File: config.mk
export PLATFORM = sky130hd
export DESIGN_NAME = pwm_capture
export DESIGN_NICKNAME = d
export VERILOG_FILES = /design/src/rtl/pwm_pkg.sv /design/src/rtl/pwm_edge_sync.sv /design/src/rtl/pwm_capture.sv
export SDC_FILE = /design/constraint.sdc
export NUM_CORES = 1
export LEC_CHECK = 0
export BUFFER_PORTS_ARGS = -buffer_cell sky130_fd_sc_hd__buf_2
export CAP_MARGIN = 15
export CORE_UTILIZATION = 51
export CTS_CLUSTER_SIZE = 14
export DETAILED_ROUTE_END_ITERATION = 7
export GPL_ROUTABILITY_DRIVEN = 0
export PLACE_DENSITY_LB_ADDON = 0.1
export SKIP_CTS_REPAIR_TIMING = 1
export SYNTH_ARGS = -nofsm -noshare
export SYNTH_HDL_FRONTEND = slang
export SYNTH_SLANG_ARGS = --single-unit
File: constraint.sdc
create_clock -name clk -period 1.6 [get_ports clk]
set_input_delay 0.16 -clock clk [delete_from_list [all_inputs] [get_ports clk]]
set_output_delay 0.16 -clock clk [all_outputs]
set_load 0.03 [all_outputs]
File: src/rtl/pwm_pkg.sv
// Shared types and constants for the PWM capture block.
// PWM_CAPTURE_DEGLITCH_EN (in pwm_edge_sync) selects the optional deglitch filter.
package pwm_pkg;

    typedef enum logic [1:0] {
        IDLE = 2'd0,
        HIGH = 2'd1,
        LOW  = 2'd2
    } pwm_cap_state_t;

    localparam int PWM_CNT_W_DEF    = 8;
    localparam int PWM_DEGLITCH_LEN = 3;

endpackage

File: src/rtl/pwm_edge_sync.sv
// Synchronizer, optional deglitch filter (PWM_CAPTURE_DEGLITCH_EN) and edge detector.
// Edge strobes are registered; s is the level aligned with rise/fall.
module pwm_edge_sync
    import pwm_pkg::*;
#(
    parameter int SYNC_STAGES = 2
) (
    input  logic clk,
    input  logic rst_n,
    input  logic pwm_in,
    output logic s,
    output logic rise,
    output logic fall
);

    logic [SYNC_STAGES-1:0] sync_q;
    logic                   s_cur;
    logic                   s_d;
    logic                   rise_q;
    logic                   fall_q;

    always_ff @(posedge clk) begin
        if (!rst_n) begin
            sync_q <= '0;
        end else begin
            sync_q <= {sync_q[SYNC_STAGES-2:0], pwm_in};
        end
    end

`ifdef PWM_CAPTURE_DEGLITCH_EN
    // The window spans the live synchronizer output plus its last two values,
    // so a new level takes effect combinationally on its third consecutive cycle.
    logic [PWM_DEGLITCH_LEN-2:0] hist_q;
    logic [PWM_DEGLITCH_LEN-1:0] window;
    logic                        filt_q;

    assign window = {hist_q, sync_q[SYNC_STAGES-1]};

    always_comb begin
        s_cur = filt_q;
        if (&window) begin
            s_cur = 1'b1;
        end else if (~|window) begin
            s_cur = 1'b0;
        end
    end

    always_ff @(posedge clk) begin
        if (!rst_n) begin
            hist_q <= '0;
            filt_q <= 1'b0;
        end else begin
            hist_q <= {hist_q[PWM_DEGLITCH_LEN-3:0], sync_q[SYNC_STAGES-1]};
            filt_q <= s_cur;
        end
    end
`else
    assign s_cur = sync_q[SYNC_STAGES-1];
`endif

    always_ff @(posedge clk) begin
        if (!rst_n) begin
            s_d    <= 1'b0;
            rise_q <= 1'b0;
            fall_q <= 1'b0;
        end else begin
            s_d    <= s_cur;
            rise_q <= s_cur & ~s_d;
            fall_q <= ~s_cur & s_d;
        end
    end

    assign s    = s_d;
    assign rise = rise_q;
    assign fall = fall_q;

endmodule

File: src/rtl/pwm_capture.sv
// PWM receiver: measures high time and period between rising edges and flags
// stuck / over-range inputs. Build with PWM_CAPTURE_DEGLITCH_EN for the filter.
module pwm_capture
    import pwm_pkg::*;
#(
    parameter int CNT_W       = PWM_CNT_W_DEF,
    parameter int SYNC_STAGES = 2
) (
    input  logic             clk,
    input  logic             rst_n,
    input  logic             pwm_in,
    output logic [CNT_W-1:0] meas_high,
    output logic [CNT_W-1:0] meas_period,
    output logic             meas_valid,
    output logic             overflow,
    output logic             stuck,
    output logic             stuck_level
);

    localparam logic [CNT_W-1:0] CNT_MAX = '1;
    localparam logic [CNT_W-1:0] CNT_ONE = CNT_W'(1);

    logic             s;
    logic             rise;
    logic             fall;
    logic             saturated;
    pwm_cap_state_t   state_q, state_nxt;
    logic [CNT_W-1:0] cnt_period_q, cnt_period_nxt;
    logic [CNT_W-1:0] cnt_high_q, cnt_high_nxt;
    logic [CNT_W-1:0] meas_high_nxt, meas_period_nxt;
    logic             valid_nxt, ovf_nxt, stuck_nxt, stuck_level_nxt;

    pwm_edge_sync #(
        .SYNC_STAGES(SYNC_STAGES)
    ) u_edge_sync (
        .clk    (clk),
        .rst_n  (rst_n),
        .pwm_in (pwm_in),
        .s      (s),
        .rise   (rise),
        .fall   (fall)
    );

    assign saturated = (cnt_period_q == CNT_MAX) && !rise;

    // IDLE also times out after reset so a dead input is reported; once stuck it stops counting.
    always_comb begin
        state_nxt       = state_q;
        cnt_period_nxt  = cnt_period_q;
        cnt_high_nxt    = cnt_high_q;
        meas_high_nxt   = meas_high;
        meas_period_nxt = meas_period;
        valid_nxt       = 1'b0;
        ovf_nxt         = 1'b0;
        stuck_nxt       = stuck;
        stuck_level_nxt = stuck_level;
        case (state_q)
            IDLE: begin
                if (rise) begin
                    state_nxt      = HIGH;
                    cnt_period_nxt = CNT_ONE;
                    cnt_high_nxt   = CNT_ONE;
                    stuck_nxt      = 1'b0;
                end else if (!stuck) begin
                    if (saturated) begin
                        ovf_nxt         = 1'b1;
                        stuck_nxt       = 1'b1;
                        stuck_level_nxt = s;
                    end else begin
                        cnt_period_nxt = cnt_period_q + 1'b1;
                    end
                end
            end
            HIGH: begin
                if (saturated) begin
                    state_nxt       = IDLE;
                    ovf_nxt         = 1'b1;
                    stuck_nxt       = 1'b1;
                    stuck_level_nxt = s;
                end else begin
                    cnt_period_nxt = cnt_period_q + 1'b1;
                    if (fall) begin
                        state_nxt = LOW;
                    end else begin
                        cnt_high_nxt = cnt_high_q + 1'b1;
                    end
                end
            end
            LOW: begin
                if (rise) begin
                    state_nxt       = HIGH;
                    meas_period_nxt = cnt_period_q;
                    meas_high_nxt   = cnt_high_q;
                    valid_nxt       = 1'b1;
                    cnt_period_nxt  = CNT_ONE;
                    cnt_high_nxt    = CNT_ONE;
                end else if (saturated) begin
                    state_nxt       = IDLE;
                    ovf_nxt         = 1'b1;
                    stuck_nxt       = 1'b1;
                    stuck_level_nxt = s;
                end else begin
                    cnt_period_nxt = cnt_period_q + 1'b1;
                end
            end
            default: begin
                state_nxt = IDLE;
            end
        endcase
    end

    always_ff @(posedge clk) begin
        if (!rst_n) begin
            state_q      <= IDLE;
            cnt_period_q <= '0;
            cnt_high_q   <= '0;
            meas_high    <= '0;
            meas_period  <= '0;
            meas_valid   <= 1'b0;
            overflow     <= 1'b0;
            stuck        <= 1'b0;
            stuck_level  <= 1'b0;
        end else begin
            state_q      <= state_nxt;
            cnt_period_q <= cnt_period_nxt;
            cnt_high_q   <= cnt_high_nxt;
            meas_high    <= meas_high_nxt;
            meas_period  <= meas_period_nxt;
            meas_valid   <= valid_nxt;
            overflow     <= ovf_nxt;
            stuck        <= stuck_nxt;
            stuck_level  <= stuck_level_nxt;
        end
    end

endmodule

---- Word level (Yosys, flattened, before mapping) ----
Cells that the tools add are included.
word-level totals
  register bits after elaboration ......... 43
  output and inout port bits .............. 20
  logic and storage cells ................. 76
cells by class
  add/sub/neg operators ................... 2
  equality and inequality tests ........... 13
  mux-type cells .......................... 31
  bitwise gates (word level) .............. 4
  reduce and logical (&&, ||, !) cells .... 13
operators with widths
  kind                 count
  $mux 8               7
  $pmux 8 s3           1
  $add 8x1->8 const B  2
  $pmux 8 s2           1
  $mux 1               13
  $mux 2               5
  $ne 2x2->1 const B   5
  $ne 3x2->1 const B   3
  $pmux 1 s3           3
  $eq 8x8->1 const B   1
  $reduce_and 2->1     4
  $reduce_and 4->1     2
  $pmux 2 s3           1
  $ne 2x1->1 const B   2
  $reduce_and 3->1     1
  $reduce_bool 3->1    1
  $and 1x1->1          2
  $eq 2x1->1 const B   1
  $eq 2x2->1 const B   1
  $logic_not 2->1      1
  $not 1->1            2
  $reduce_bool 2->1    1
  $reduce_or 2->1      1
  $logic_and 1x1->1    1
  $logic_not 1->1      1

---- Depth between registers and ports, before layout ----
  depth in word-level cells ............... 6
  gate-level depth with buffers ........... 8
  mapped depth without buffers ............ 7

---- Cells and area by module ----
From an unflattened synthesis, not the netlist that was laid out.
second synthesis, totals
  cell total of the unflattened synthesis .. 230
  area, all modules ....................... 1,960.6 µm²
by module, submodules not included
  module         instances  cells each  area each (µm²)  seq. area each (µm²)
  pwm_capture    1          220         1,820.5          760.7
  pwm_edge_sync  1          10          140.1            100.1

---- Worst setup path after synthesis ----
Ideal clock, no wire load.
  kind .................................... reg2reg
  from .................................... register state_q[0]
  to ...................................... register state_q[0]
  data arrival time ....................... 1.714 ns
  slack ................................... -0.184 ns
  stages on the path, launching flop included .. 9
  clock period less this slack ............ 1.784 ns
  cells stage by stage .................... dfxtp_1 inv_1 ha_1 clkbuf_1 nor2_2 o22ai_1 nor2b_1 or3_1 a21oi_1
on the way
  word-level cells in the longest chain between the ends .. 3
  elaborated cells between the ends (all ways) .. 8
RTL lines
  element                                                           RTL line            RTL
  start, declared                                                   pwm_capture.sv:27   pwm_cap_state_t state_q, state_nxt;
  start signal, assigned                                            pwm_capture.sv:124  state_q <= state_nxt;
  $eq 2x1->1 (tied with other cells)                                pwm_capture.sv:57   case (state_q)
  $ne 3x2->1 (no source line) / $ne 2x1->1 (equally long branches)  n/a
  $reduce_and 3->1 (no source line)                                 n/a
Several ways; a longest one is shown, not always the timed one.
A chain may end at the register's enable or synchronous reset.

---- Worst setup path in the final report ----
  from .................................... register cnt_period_q[1]
  to ...................................... register cnt_high_q[0]
on the way
  word-level cells in the longest chain between the ends .. 4
RTL lines
  element                            RTL line            RTL
  start, declared                    pwm_capture.sv:28   logic [CNT_W-1:0] cnt_period_q, cnt_period_nxt;
  start signal, assigned             pwm_capture.sv:125  cnt_period_q <= cnt_period_nxt;
  $eq 8x8->1                         pwm_capture.sv:44   assign saturated = (cnt_period_q == CNT_MAX) && !rise;
  $logic_and 1x1->1                  pwm_capture.sv:44
  $ne 2x2->1 (no source line)        n/a
  $reduce_and 4->1 (no source line)  n/a
  end signal, assigned               pwm_capture.sv:126  cnt_high_q <= cnt_high_nxt;
  end, declared                      pwm_capture.sv:29   logic [CNT_W-1:0] cnt_high_q, cnt_high_nxt;
No other way between the ends.

==> impl_results.html <==
<table>
<tr><th>Metric</th><th>Value</th></tr>
<tr><th colspan="2">Placed design</th></tr>
<tr><td>Placed instance count</td><td>between 300 and 400</td></tr>
<tr><td>Number of port buffers</td><td>22</td></tr>
<tr><td>HPWL after detailed placement</td><td>2.99 mm</td></tr>
<tr><th colspan="2">Global route</th></tr>
<tr><td>Most used routing layer</td><td>met2</td></tr>
<tr><td>Global route overflow</td><td>0</td></tr>
<tr><td>Met3 usage in global routing</td><td>6.16%</td></tr>
<tr><td>Number of antenna violations at the first check in global routing</td><td>0</td></tr>
<tr><td>Pin count of the biggest net entering global routing</td><td>26</td></tr>
<tr><td>All-Layer GR Usage</td><td>22.4%</td></tr>
<tr><td>Global-route wire length before repair</td><td>slightly above 7 mm</td></tr>
<tr><td>GR Util met2</td><td>a little under two fifths</td></tr>
<tr><td>GR Layer Usage met1</td><td>27.3%</td></tr>
<tr><td>Number of global-route vias before repair</td><td>1656</td></tr>
<tr><th colspan="2">Setup path</th></tr>
<tr><td>Startpoint of the most critical register-to-register path</td><td>cnt_period_q[1]</td></tr>
<tr><td>CP max-delay cell</td><td>or3_4</td></tr>
<tr><td>Startpoint kind of the worst setup timing path</td><td>register</td></tr>
<tr><td>Delay contributed by the slowest stage of the critical path</td><td>roughly 430 ps</td></tr>
<tr><td>Required time worst endpoint</td><td>1770 ps</td></tr>
<tr><td>CP arrival</td><td>~1900 ps</td></tr>
<tr><td>Worst setup EP type</td><td>register</td></tr>
<tr><td>Worst Setup SP</td><td>cnt_period_q[1]</td></tr>
<tr><td>Reg2Reg Depth</td><td>6</td></tr>
<tr><td>Worst R2R Setup Slack</td><td>-100 ps</td></tr>
<tr><td>Worst flop-to-flop path endpoint</td><td>cnt_high_q[0]</td></tr>
<tr><td>Family of cells with the greatest summed delay on the critical path</td><td>simple AND/OR/NAND/NOR gates</td></tr>
<tr><td>Chain of cells forming the critical path</td><td>ha_4, nand4_4, or3_4, a21oi_4, mux2i_1, nor2_1</td></tr>
<tr><td>Number of buffer and inverter instances along the worst setup path</td><td>0</td></tr>
<tr><td>Worst-path fanout max</td><td>7</td></tr>
<tr><td>Critical path start-end classification</td><td>register to register</td></tr>
<tr><th colspan="2">Synth</th></tr>
<tr><td>Synth Area per Inst</td><td>8.39 um2</td></tr>
<tr><td>EDFF count, synth</td><td>0</td></tr>
<tr><td>Net Count, Synth</td><td>236</td></tr>
<tr><td>Share of synthesized area occupied by flip-flops and latches</td><td>45.2%</td></tr>
<tr><td>Library cell with the largest summed area after synthesis</td><td>dfxtp_1</td></tr>
<tr><td>YS warnings</td><td>0</td></tr>
<tr><td>Number of distinct library cell variants in the gate-level netlist after synthesis</td><td>44</td></tr>
<tr><td>Number of cells produced by synthesis</td><td>about 230</td></tr>
<tr><td>Share of the synthesized area in the top cell type</td><td>45.2%</td></tr>
<tr><td>Top flip-flop cell by instance count after synthesis</td><td>dfxtp_1</td></tr>
<tr><td>Leading post-synthesis cells by cell area</td><td>dfxtp_1 (45%), nand2_1 (8.7%), a21oi_1 (7.4%)</td></tr>
<tr><td>Async S/R FF share, synth</td><td>0%</td></tr>
<tr><td>Post-synthesis register bit count</td><td>43</td></tr>
<tr><td>Area of the mapped netlist</td><td>1910 um2</td></tr>
<tr><th colspan="2">Detailed routing</th></tr>
<tr><td>Number of vias after detailed routing</td><td>around 1800</td></tr>
<tr><td>DRC errors left</td><td>0</td></tr>
<tr><td>Length of the first detailed-routing pass in iterations</td><td>4</td></tr>
<tr><td>Detailed-route vias per instance</td><td>~5.4</td></tr>
<tr><td>Final WL</td><td>between 4 and 5 mm</td></tr>
<tr><td>Iter 0 DRT Violations</td><td>between 40 and 50</td></tr>
<tr><td>Average routed wire per standard cell</td><td>between 10 and 15 um</td></tr>
<tr><td>Post-route antenna net violation count</td><td>0</td></tr>
<tr><th colspan="2">Floorplanning</th></tr>
<tr><td>Die outline height</td><td>roughly 63 um</td></tr>
<tr><td>Row count</td><td>21</td></tr>
<tr><td>Die Footprint</td><td>~4000 um2</td></tr>
<tr><td>Boundary Pins</td><td>23</td></tr>
<tr><td>Die Span X</td><td>about 63 um</td></tr>
<tr><td>Core outline area</td><td>3470 um2</td></tr>
<tr><td>Starting density of the core</td><td>a little over half</td></tr>
<tr><th colspan="2">STA</th></tr>
<tr><td>Unrepaired setup endpoints after global routing</td><td>yes</td></tr>
<tr><td>Setup_tns</td><td>-709 ps</td></tr>
<tr><td>Slew margin rel.</td><td>a little under three quarters</td></tr>
<tr><td>Post-route setup slack</td><td>-95.3 ps</td></tr>
<tr><td>Share of the clock period used by the worst path after layout</td><td>106%</td></tr>
<tr><td>Clock Skews</td><td>8.13 ps</td></tr>
<tr><td>Number of failing setup endpoints in the final timing report</td><td>12</td></tr>
<tr><td>Crit path time final</td><td>between 1500 and 2000 ps</td></tr>
<tr><td>F_max</td><td>between 500 and 600 MHz</td></tr>
<tr><td>Worst-Margin Slew</td><td>approximately 430 ps</td></tr>
<tr><td>Max Slew Vio Count</td><td>0</td></tr>
<tr><td>Hold Vio Cnt, Final</td><td>0</td></tr>
<tr><th colspan="2">Clocking</th></tr>
<tr><td>Clock network latency to the later pin of the worst-skew pair</td><td>about 300 ps</td></tr>
<tr><td>Clock buffer count from CTS</td><td>5</td></tr>
<tr><td>CTS Root Cell</td><td>clkbuf_8</td></tr>
<tr><td>Clock-pin slew reported for the worst setup and hold paths after clock tree synthesis</td><td>90 ps</td></tr>
<tr><td>H-tree lvl count</td><td>2</td></tr>
<tr><td>Clock Sink Count</td><td>43</td></tr>
<tr><td>Clock tree from TritonCTS</td><td>done</td></tr>
<tr><td>Max Root-Sink Buffers</td><td>2</td></tr>
<tr><th colspan="2">Power</th></tr>
<tr><td>Total power divided by cell area</td><td>991 nW/um2</td></tr>
<tr><td>Highest ir drop seen on vdd</td><td>roughly 0.96 mV</td></tr>
<tr><td>Reported leakage power</td><td>around 1 nW</td></tr>
<tr><th colspan="2">Worst hold path</th></tr>
<tr><td>Type of the most critical hold path</td><td>input pin to register</td></tr>
<tr><td>Launch point of the worst hold path</td><td>pwm_in</td></tr>
<tr><td>End of the worst hold path</td><td>u_edge_sync.sync_q[0]</td></tr>
<tr><td>Hold Path Stages</td><td>2</td></tr>
<tr><th colspan="2">Cells and area</th></tr>
<tr><td>Antenna diode instance count</td><td>0</td></tr>
<tr><td>Number of filler instances in the final layout</td><td>287</td></tr>
<tr><td>Number of standard cells in the final layout excluding fillers</td><td>around 330</td></tr>
<tr><td>Synthesis-to-layout area growth</td><td>34.2%</td></tr>
<tr><td>Layout cell share with drive strength beyond 1</td><td>roughly a third</td></tr>
<tr><td>Share of the core filled with cells</td><td>between 70% and 80%</td></tr>
<tr><td>Net count of the finished layout</td><td>291</td></tr>
<tr><td>Most common library cell in the layout ignoring fill and taps</td><td>nand2_1</td></tr>
<tr><td>Top library cells by usage in the layout, fill and taps aside</td><td>nand2_1 (44), dfxtp_1 (39), buf_4 (32), a21oi_1 (25), buf_2 (22)</td></tr>
<tr><th colspan="2">Status</th></tr>
<tr><td>Violations in the final reports</td><td>setup timing</td></tr>
<tr><td>Outcome</td><td>finished with violations</td></tr>
<tr><th colspan="2">Job</th></tr>
<tr><td>Max-Cap Viols</td><td>0</td></tr>
</table>
## synth_stat cells, drive strengths merged (3+ instances only)
cell / instances
o21ai: 9
buf: 3
nand2b: 3
or3: 4
nand3: 9
mux2i: 4
nor3: 4
dfxtp: 43
nand4: 3
ha: 6
nor2b: 3
inv: 7
and2: 5
nand2: 44
nor2: 19
a21oi: 29
clkbuf: 6
xor2: 3
and3: 3
## worst max-delay path by stage
stage	end	slack, ps	cells past startpoint
2_1_floorplan	state_q[0]	-50	8
5_1_grt	cnt_period_q[7]	-170	7
4_1_cts	state_q[0]	-200	6
3_3_place_gp	state_q[0]	-150	6
3_5_place_dp	state_q[0]	-180	6
6_report	cnt_high_q[0]	-100	6
## final cells by class
cell class	instances	area [um2]	share of cell area, %
sequential	43	871	34.1
clock buffer	5	68.8	2.69
timing repair buffer	56	382	14.9
clock inverter	3	18.8	0.734
tap	46	57.6	2.25
inverter	7	26.3	1.03
multi-input combinational	169	1130	44.3
## power by group
part | switching, W | internal (W)
combinational | 0.000373 | 0.000325
clock | 0.000384 | 0.000305
sequential | 0.0000391 | 0.00111
total | 0.000796 | 0.00174
## cells by family (layout without fill, tap and decap cells)
kind of cell	Yosys count	count (layout)	synth area share [%]
AND/OR/NAND/NOR	104	104	26.5
adder cells (fa/ha/maj)	6	6	3.94
buffers and inverters	16	71	4.00
AO/OA/AOI/OAI	49	50	16.0
XOR/XNOR	5	5	2.30
flip-flops	43	43	45.2
multiplexers	4	4	2.10
## stage by stage
stage	worst slack, ps	hold WS, ps	power, W	instance area [um2]
2_1_floorplan	-52.6	287	0.00156	1960
3_3_place_gp	-154	367	0.00173	2330
3_5_place_dp	-180	376	0.00174	2330
4_1_cts	-199	59.6	0.00242	2420
5_1_grt	-174	65.1	0.00266	2560
6_report	-95.3	67.0	0.00253	2560
## sequential cells by signal (all words and copies together) (netlist names)
register            flops
meas_valid              1
meas_period             8
u_edge_sync.fall        1
cnt_period_q            8
stuck_level             1
overflow                1
cnt_high_q              8
meas_high               8
u_edge_sync.sync_q      2
state_q                 2
u_edge_sync.s           1
stuck                   1
u_edge_sync.rise        1
## layer usage
layer,part of all wire [%],vias to the layer above,routed length (um)
met5,0,-,0
met4,2.1,0,91
met3,4.3,10,187
met2,49,41,2130
met1,45,827,1940
li1,-,896,-
Note: power is estimated with default switching activity, not from simulation.
